File: src/rtl/reg_file_sb.sv
// reg_file_sb -- general-purpose register file with a pending-write scoreboard
// and a sequential clear engine.
//
// Two combinational read ports and one synchronous write port. A busy bit per
// register records an issued instruction whose result has not yet been written
// back, so the control FSM can stall on RAW hazards. A clear request walks the
// file one register per cycle, zeroing data and busy bits, without needing a
// global reset.
//
// Optional build macro: REG_FILE_BYPASS_EN
//   defined   -> same-cycle write-to-read forwarding on both read ports
//   undefined -> reads return the stored value only
//
// Ports:
//   Clk          in   rising-edge clock
//   Reset        in   asynchronous active-low reset
//   wr_en        in   write strobe (honoured in IDLE only)
//   wr_addr      in   destination register
//   wr_data      in   write data
//   rd_addr_a/b  in   read selects
//   rd_data_a/b  out  read data
//   sb_set_en    in   mark sb_set_addr as pending-write (IDLE only)
//   sb_set_addr  in   register to mark
//   busy_a/b     out  scoreboard bit of rd_addr_a/b
//   clr_req      in   start a full clear (sampled in IDLE only)
//   clr_busy     out  high while the clear engine owns the write port
//   clr_done     out  one-cycle pulse when the clear finishes
module reg_file_sb #(
    parameter int DATA_W   = 16,
    parameter int NUM_REGS = 8,
    parameter int ZERO_R0  = 0,
    localparam int ADDR_W  = $clog2(NUM_REGS)
) (
    input  logic              Clk,
    input  logic              Reset,
    input  logic              wr_en,
    input  logic [ADDR_W-1:0] wr_addr,
    input  logic [DATA_W-1:0] wr_data,
    input  logic [ADDR_W-1:0] rd_addr_a,
    output logic [DATA_W-1:0] rd_data_a,
    input  logic [ADDR_W-1:0] rd_addr_b,
    output logic [DATA_W-1:0] rd_data_b,
    input  logic              sb_set_en,
    input  logic [ADDR_W-1:0] sb_set_addr,
    output logic              busy_a,
    output logic              busy_b,
    input  logic              clr_req,
    output logic              clr_busy,
    output logic              clr_done
);

    localparam logic [1:0] ST_IDLE  = 2'd0;
    localparam logic [1:0] ST_CLEAR = 2'd1;
    localparam logic [1:0] ST_DONE  = 2'd2;

    localparam logic [ADDR_W-1:0] LAST_ADDR = ADDR_W'(NUM_REGS - 1);

    logic [DATA_W-1:0]   regs_q [NUM_REGS];
    logic [DATA_W-1:0]   regs_d [NUM_REGS];
    logic [NUM_REGS-1:0] sb_q, sb_d;
    logic [1:0]          state_q, state_d;
    logic [ADDR_W-1:0]   cnt_q, cnt_d;

    logic idle;
    logic wr_ok;
    logic set_ok;

    assign idle = (state_q == ST_IDLE);

    // Writes and busy-sets to R0 are dropped when R0 is hardwired to zero.
    assign wr_ok  = wr_en && idle && !((ZERO_R0 != 0) && (wr_addr == '0));
    assign set_ok = sb_set_en && idle && !((ZERO_R0 != 0) && (sb_set_addr == '0));

    always_comb begin
        regs_d  = regs_q;
        sb_d    = sb_q;
        state_d = state_q;
        cnt_d   = cnt_q;
        case (state_q)
            ST_IDLE: begin
                if (wr_ok) begin
                    regs_d[wr_addr] = wr_data;
                    sb_d[wr_addr]   = 1'b0;
                end
                // Applied after the writeback so a same-edge set on the
                // same register leaves the bit set.
                if (set_ok) begin
                    sb_d[sb_set_addr] = 1'b1;
                end
                if (clr_req) begin
                    state_d = ST_CLEAR;
                    cnt_d   = '0;
                end
            end
            ST_CLEAR: begin
                regs_d[cnt_q] = '0;
                sb_d[cnt_q]   = 1'b0;
                // Terminal compare stops the walk before the counter wraps.
                if (cnt_q == LAST_ADDR) begin
                    state_d = ST_DONE;
                    cnt_d   = '0;
                end else begin
                    cnt_d = cnt_q + 1'b1;
                end
            end
            ST_DONE: begin
                state_d = ST_IDLE;
            end
            default: begin
                state_d = ST_IDLE;
            end
        endcase
    end

    always_ff @(posedge Clk or negedge Reset) begin
        if (!Reset) begin
            for (int i = 0; i < NUM_REGS; i++) begin
                regs_q[i] <= '0;
            end
            sb_q    <= '0;
            state_q <= ST_IDLE;
            cnt_q   <= '0;
        end else begin
            regs_q  <= regs_d;
            sb_q    <= sb_d;
            state_q <= state_d;
            cnt_q   <= cnt_d;
        end
    end

    assign clr_busy = (state_q == ST_CLEAR);
    assign clr_done = (state_q == ST_DONE);

    always_comb begin
        rd_data_a = regs_q[rd_addr_a];
        rd_data_b = regs_q[rd_addr_b];
        busy_a    = sb_q[rd_addr_a];
        busy_b    = sb_q[rd_addr_b];
`ifdef REG_FILE_BYPASS_EN
        // Forward the in-flight write; busy reflects the writeback unless a
        // new issue targets the same register on this edge.
        if (wr_ok && (rd_addr_a == wr_addr)) begin
            rd_data_a = wr_data;
            busy_a    = set_ok && (sb_set_addr == wr_addr);
        end
        if (wr_ok && (rd_addr_b == wr_addr)) begin
            rd_data_b = wr_data;
            busy_b    = set_ok && (sb_set_addr == wr_addr);
        end
`endif
        if ((ZERO_R0 != 0) && (rd_addr_a == '0)) begin
            rd_data_a = '0;
        end
        if ((ZERO_R0 != 0) && (rd_addr_b == '0)) begin
            rd_data_b = '0;
        end
    end

endmodule

File: config.mk
export PLATFORM = sky130hd
export DESIGN_NAME = reg_file_sb
export DESIGN_NICKNAME = d
export VERILOG_FILES = /design/src/rtl/reg_file_sb.sv
export SDC_FILE = /design/constraint.sdc
export NUM_CORES = 1
export LEC_CHECK = 0
export ABC_AREA = 1
export BUFFER_PORTS_ARGS = -buffer_cell sky130_fd_sc_hd__buf_2
export CORE_MARGIN = 10
export CORE_UTILIZATION = 65
export DETAILED_ROUTE_END_ITERATION = 16
export GPL_TIMING_DRIVEN = 0
export PLACE_DENSITY_LB_ADDON = 0.05
export SYNTH_ARGS = -nofsm -noshare
export SYNTH_HDL_FRONTEND = slang
export SYNTH_SLANG_ARGS = --single-unit
File: constraint.sdc
create_clock -name Clk -period 4.71 [get_ports Clk]
set_clock_uncertainty 0.15 [all_clocks]
set_input_delay 0.942 -clock Clk [delete_from_list [all_inputs] [get_ports Clk]]
set_output_delay 0.942 -clock Clk [all_outputs]
set_load 0.02 [all_outputs]
==> out/results.ini, run 1 <==
[hold_path]
hold_path_class = register to register
holdPathStages = 2
min-delay-start = regs_q[20]
min_to = regs_q[20]

[cts]
cts_setup_buffers = 0
ctsResizeCount = 0
clkSlewWorstSetupHoldPaths_ps = 60
clk_path_buf_depth = 2
cts_tree = yes
clock_latency_ps = 440
cts_inserted_buffers = 17
htreeDepth = 4
cts_hold_buf = 0
cts.sinks = 141
cts_root_buf = clkbuf_16

[worst_setup_path]
worstPathMaxFanout = 10
reg2reg_to = regs_q[38]
cp-end-kind = output pin
r2r_start = state_q[1]
criticalPathCategory = primary input to output pin
reg2reg_depth = 6
cp_data_required_time_ps = 3620
startpoint_type = primary input
regToRegSetupSlack_ps = 2950
crit_arrival_ps = 2510

[logic_synthesis]
synth_top_area_cell = dfrtp_1
synthCells = 1218
muxShareOfSynthArea_pct = 0
yosys_warnings = 0
synthAdderAreaFrac_pct = 0.296
synth.distinct_cells = 27
netlist.area_leader.share_pct = 41.8
yosysSeqAreaShare_pct = 41.8
yosys.area_share.simple_pct = 35.2
mappedNetlistArea_sq_um = 8450
synth_edf_count = 0
synthXorXnorAreaFrac_pct = 0
synth_ff_type = dfrtp_1
synth_top_family_by_area = simple AND/OR/NAND/NOR gates
synth_nets = 1253
synth_compound_area_share_pct = 13.4
ys_async_sr_fraction_pct = 100
ys_seq_elements = 141
avgSynthCellArea_sq_um = 6.94
synth_area_leaders = dfrtp_1 42%, nand2_1 24%, o211ai_1 6.0%

[detailed_routing]
vias_per_cell = 5.99
wirelength_um = 27600
vias = 8910
drc = 0
wire_per_inst_um = 18.6
drtAntennaViolNets = 0
dr.pass1.iters = 6
drtIter0Drc = 1153

[floorplanning]
fp.dieH_um = 134
dieArea_sq_um = 18000
core-area_sq_um = 12700
row_count = 41
initial_core_util_pct = 66.7
die_x_um = 134
io_pins = 69

[layout]
fillers = 1030
multi_input_area_sq_um = 4140
drive_above_1_share_pct = 12.9
design_area_sq_um = 9660
final_cell_mix = 547 x nand2_1, 141 x dfrtp_1, 98 x inv_1
layout.nets = 1337
area_delta_synth_final_pct = 14.3
ff_latch_area_sq_um = 3530
diodes = 0
layout_commonest_cell = nand2_1

[timing]
max-slew-margin-rel_pct = 54.6
max_freq_mhz = 277
hold_violations = 0
setup_tns_ps = 0
fin_crit_sh_pct = 76.6
final-setup-viol-count = 0
rsz0062_at_grt = no
worst_pin_slew_ps = 681
slew_violations = 0
fin_crit_ps = 3610

[grt]
grt-busiest-layer = met2
grt_overflow = 0
grtUsageMet3_pct = 6.68
antenna_found_initial = 0
grt_pass1_vias = 8699
grt_use_met2_pct = 48.5
grt_pass1_wl_um = 44000
track_usage_pct = 30.6
grt_max_degree = 75
use_met1_pct = 39.0

[pwr]
p_leak_nw = 5.25
max-vdd-ir-drop_uv = 479
power_density_nw_per_um2 = 492

[flow_run]
maxCapViolCount = 0

[placement]
portBuffers = 64
routabilityCongestion = 0.953
place_area_sq_um = 9020
place_hpwl_um = 20200

[status]
outcome = completed

## per-stage QoR
step / instances / hold WS, ps / setup WS, ps / utilization [%] / total power [mW]
floorplan: 1218 / 292 / 1790 / - / 2.75
global placement: 1454 / 304 / 490 / 70.9 / 3.18
detailed placement: 1455 / 308 / 1220 / 71.2 / 3.23
CTS: 1487 / 323 / 1180 / 76.2 / 4.70
global route: 1487 / 338 / 964 / 76.2 / 4.96
finish: 1487 / 322 / 1100 / 76.2 / 4.75
## worst max-delay path, cell delays in order
cell	delay (ps)
buf_2	170
inv_2	130
clkbuf_1	420
o21ai_0	190
o21ai_0	280
nand2_1	80
nand2_1	120
buf_2	180
## where the power goes
part / internal (mW) / switching [mW]
clock: 0.949 / 0.545
sequential: 1.48 / 0.186
combinational: 0.507 / 1.08
## cells by family after synthesis
| family | count (synthesis) |
|---|---|
| flops | 141 |
| simple gates | 707 |
| buf+inv | 176 |
| fa+ha+maj | 2 |
| compound gates | 192 |
## state kept, by name, indices dropped and copies added, names as in the netlist
register  cells
regs_q      128
sb_q          8
cnt_q         3
state_q       2
## how the worst max path moves through the flow
stage / cells past startpoint / start / to
4_1_cts: 8 / rd_addr_b[1] / rd_data_b[5]
2_1_floorplan: 7 / rd_addr_b[1] / rd_data_b[10]
3_5_place_dp: 8 / rd_addr_b[1] / rd_data_b[5]
3_3_place_gp: 1 / Reset / regs_q[97]
5_1_grt: 8 / rd_addr_b[1] / rd_data_b[5]
6_report: 8 / rd_addr_b[1] / rd_data_b[5]
## routing by layer
metal  up-vias  wire (um)
met5         -          0
li1       4054          -
met1      4180      11000
met3       119       2690
met4         0       1370
met2       557      12600
## cell usage after synthesis, types with 12 or more instances
library cell	count
o21ai_1	34
nand3_1	83
o21ai_0	88
o211ai_1	68
dfrtp_1	141
nand2_2	12
clkbuf_1	24
buf_2	27
inv_1	98
nand2_1	547
nor2_1	41
## layout make-up
class / count / share of cell area [%]
plain buffers: 69 / 3.96
clock buffers: 20 / 4.63
clock inverters: 12 / 2.00
inverters: 107 / 4.16
multi-input cells: 901 / 42.8
flip-flops and latches: 141 / 36.5
well taps: 172 / 2.23
repair buffers: 65 / 3.67
Power figures use the tool's default switching activity.
==> inputs of run 2 (changes only) <==
--- a/config.mk
+++ b/config.mk
@@ -8,7 +8,7 @@
 export ABC_AREA = 1
 export BUFFER_PORTS_ARGS = -buffer_cell sky130_fd_sc_hd__buf_2
 export CORE_MARGIN = 10
-export CORE_UTILIZATION = 65
+export CORE_UTILIZATION = 61
 export DETAILED_ROUTE_END_ITERATION = 16
 export GPL_TIMING_DRIVEN = 0
 export PLACE_DENSITY_LB_ADDON = 0.05
==> constraint.sdc (replaced) <==
create_clock -name Clk -period 3.5 [get_ports Clk]
set_clock_uncertainty 0.15 [all_clocks]
set_input_delay 0.7 -clock Clk [delete_from_list [all_inputs] [get_ports Clk]]
set_output_delay 0.7 -clock Clk [all_outputs]
set_load 0.02 [all_outputs]
==> out/results.ini, run 2 (synthesis results as in run 1) <==
[timing]
slew_violations = 0
fin_crit_sh_pct = 89.0
max-slew-margin-rel_pct = 53.6
max_freq_mhz = 321
hold_ws_ps = 35.1
hold_violations = 0
rsz0062_at_grt = no
worst_pin_slew_ps = 697
setup_tns_ps = 0
fin_crit_ps = 3110
final-setup-viol-count = 0

[placement]
portBuffers = 64
place_hpwl_um = 20500
routabilityCongestion = 0.984

[grt]
antenna_found_initial = 0
grt_overflow = 0
grt_max_degree = 98
track_usage_pct = 30.4
grt_pass1_wl_um = 44400
grt_pass1_vias = 8749

[detailed_routing]
drc = 0
drtIter0Drc = 1044
wire_per_inst_um = 18.8
dr.pass1.iters = 6
drtAntennaViolNets = 0
vias = 8930
wirelength_um = 28000
vias_per_cell = 5.99

[layout]
reg.largest.list = regs_q (128), sb_q (8), cnt_q (3)
utilization_pct = 72.2
area_delta_synth_final_pct = 14.5
final_cell_mix = 547 x nand2_1, 141 x dfrtp_1, 98 x inv_1
regMostFlops = regs_q
layout.nets = 1337
layout_commonest_cell = nand2_1
multi_input_area_sq_um = 4140
drive_above_1_share_pct = 12.9
fillers = 1143
largest_reg_flops = 128
diodes = 0
ff_latch_area_sq_um = 3530

[worst_setup_path]
reg2reg_depth = 7
cp-startpoint = rd_addr_b[0]
path_cells = buf_2, clkinv_1, clkbuf_1, nor2_1, o21ai_0, nand2_1, nand2_1, buf_2
worstPathMaxFanout = 10
worst-path-stages = 8
cp_data_required_time_ps = 2650
critical_path.slowest_cell = clkbuf_1
reg2reg_to = regs_q[75]
regToRegSetupSlack_ps = 1770
r2r_start = state_q[1]
endpoint = rd_data_b[4]
slowest_delay_ps = 500
criticalPathCategory = primary input to output pin
cp-end-kind = output pin
cp_top_family = buffers and inverters
crit_arrival_ps = 2260
path_buf_inv = 4
startpoint_type = primary input

[cts]
clock_latency_ps = 440
cts_inserted_buffers = 17
cts_tree = yes
cts_setup_buffers = 0
cts.sinks = 141
ctsResizeCount = 0
htreeDepth = 4
cts_root_buf = clkbuf_16
cts_hold_buf = 0
clkSlewWorstSetupHoldPaths_ps = 60
clk_path_buf_depth = 2

[pwr]
p_total_mw = 6.43
p_leak_nw = 5.26
power_density_nw_per_um2 = 665
max-vdd-ir-drop_uv = 564

[hold_path]
hold_path_class = primary input to asynchronous set/reset pin

[floorplanning]
die_x_um = 138
core-area_sq_um = 13400
initial_core_util_pct = 63.0
row_count = 42
dieArea_sq_um = 19000
io_pins = 69
fp.dieH_um = 138

[status]
outcome = completed

[flow_run]
maxCapViolCount = 0

-- run 2: final cells by class --
class	instances	share of cell area [%]
inverter	107	4.15
timing repair buffer	65	3.66
sequential	141	36.5
tap	176	2.28
buffer	69	3.96
clock inverter	11	1.97
multi-input combinational	901	42.8
clock buffer	20	4.72
-- run 2: how the worst min path moves through the flow --
stage / cells after the start / to / startpoint
6_report: 1 / regs_q[8] / Reset
5_1_grt: 1 / regs_q[39] / Reset
4_1_cts: 1 / regs_q[39] / Reset
3_5_place_dp: 2 / regs_q[78] / regs_q[78]
3_3_place_gp: 2 / regs_q[77] / regs_q[77]
2_1_floorplan: 0 / cnt_q[0] / Reset
-- run 2: where the power goes --
part           switching [mW]  total [mW]  internal (mW)
combinational            1.47        2.15          0.682
clock                   0.729        2.02           1.30
sequential              0.256        2.25           2.00
total                    2.45        6.43           3.97
-- run 2: per-stage QoR --
step           worst slack, ps  cell area, sq um  std cells
6_report                   386              9670       1490
5_1_grt                    291              9670       1490
3_5_place_dp               485              9020       1459
4_1_cts                    471              9670       1490
2_1_floorplan             1060              8450       1218
3_3_place_gp              -488              8990       1458
-- run 2: per-layer routing --
| layer | track usage (%) | share of wire (%) | vias up |
|---|---|---|---|
| li1 | - | - | 4055 |
| met2 | 47.2 | 44 | 560 |
| met1 | 38.1 | 40 | 4201 |
| met5 | 0 | 0 | - |
| met4 | 17.6 | 5.4 | 0 |
| met3 | 6.85 | 9.9 | 114 |
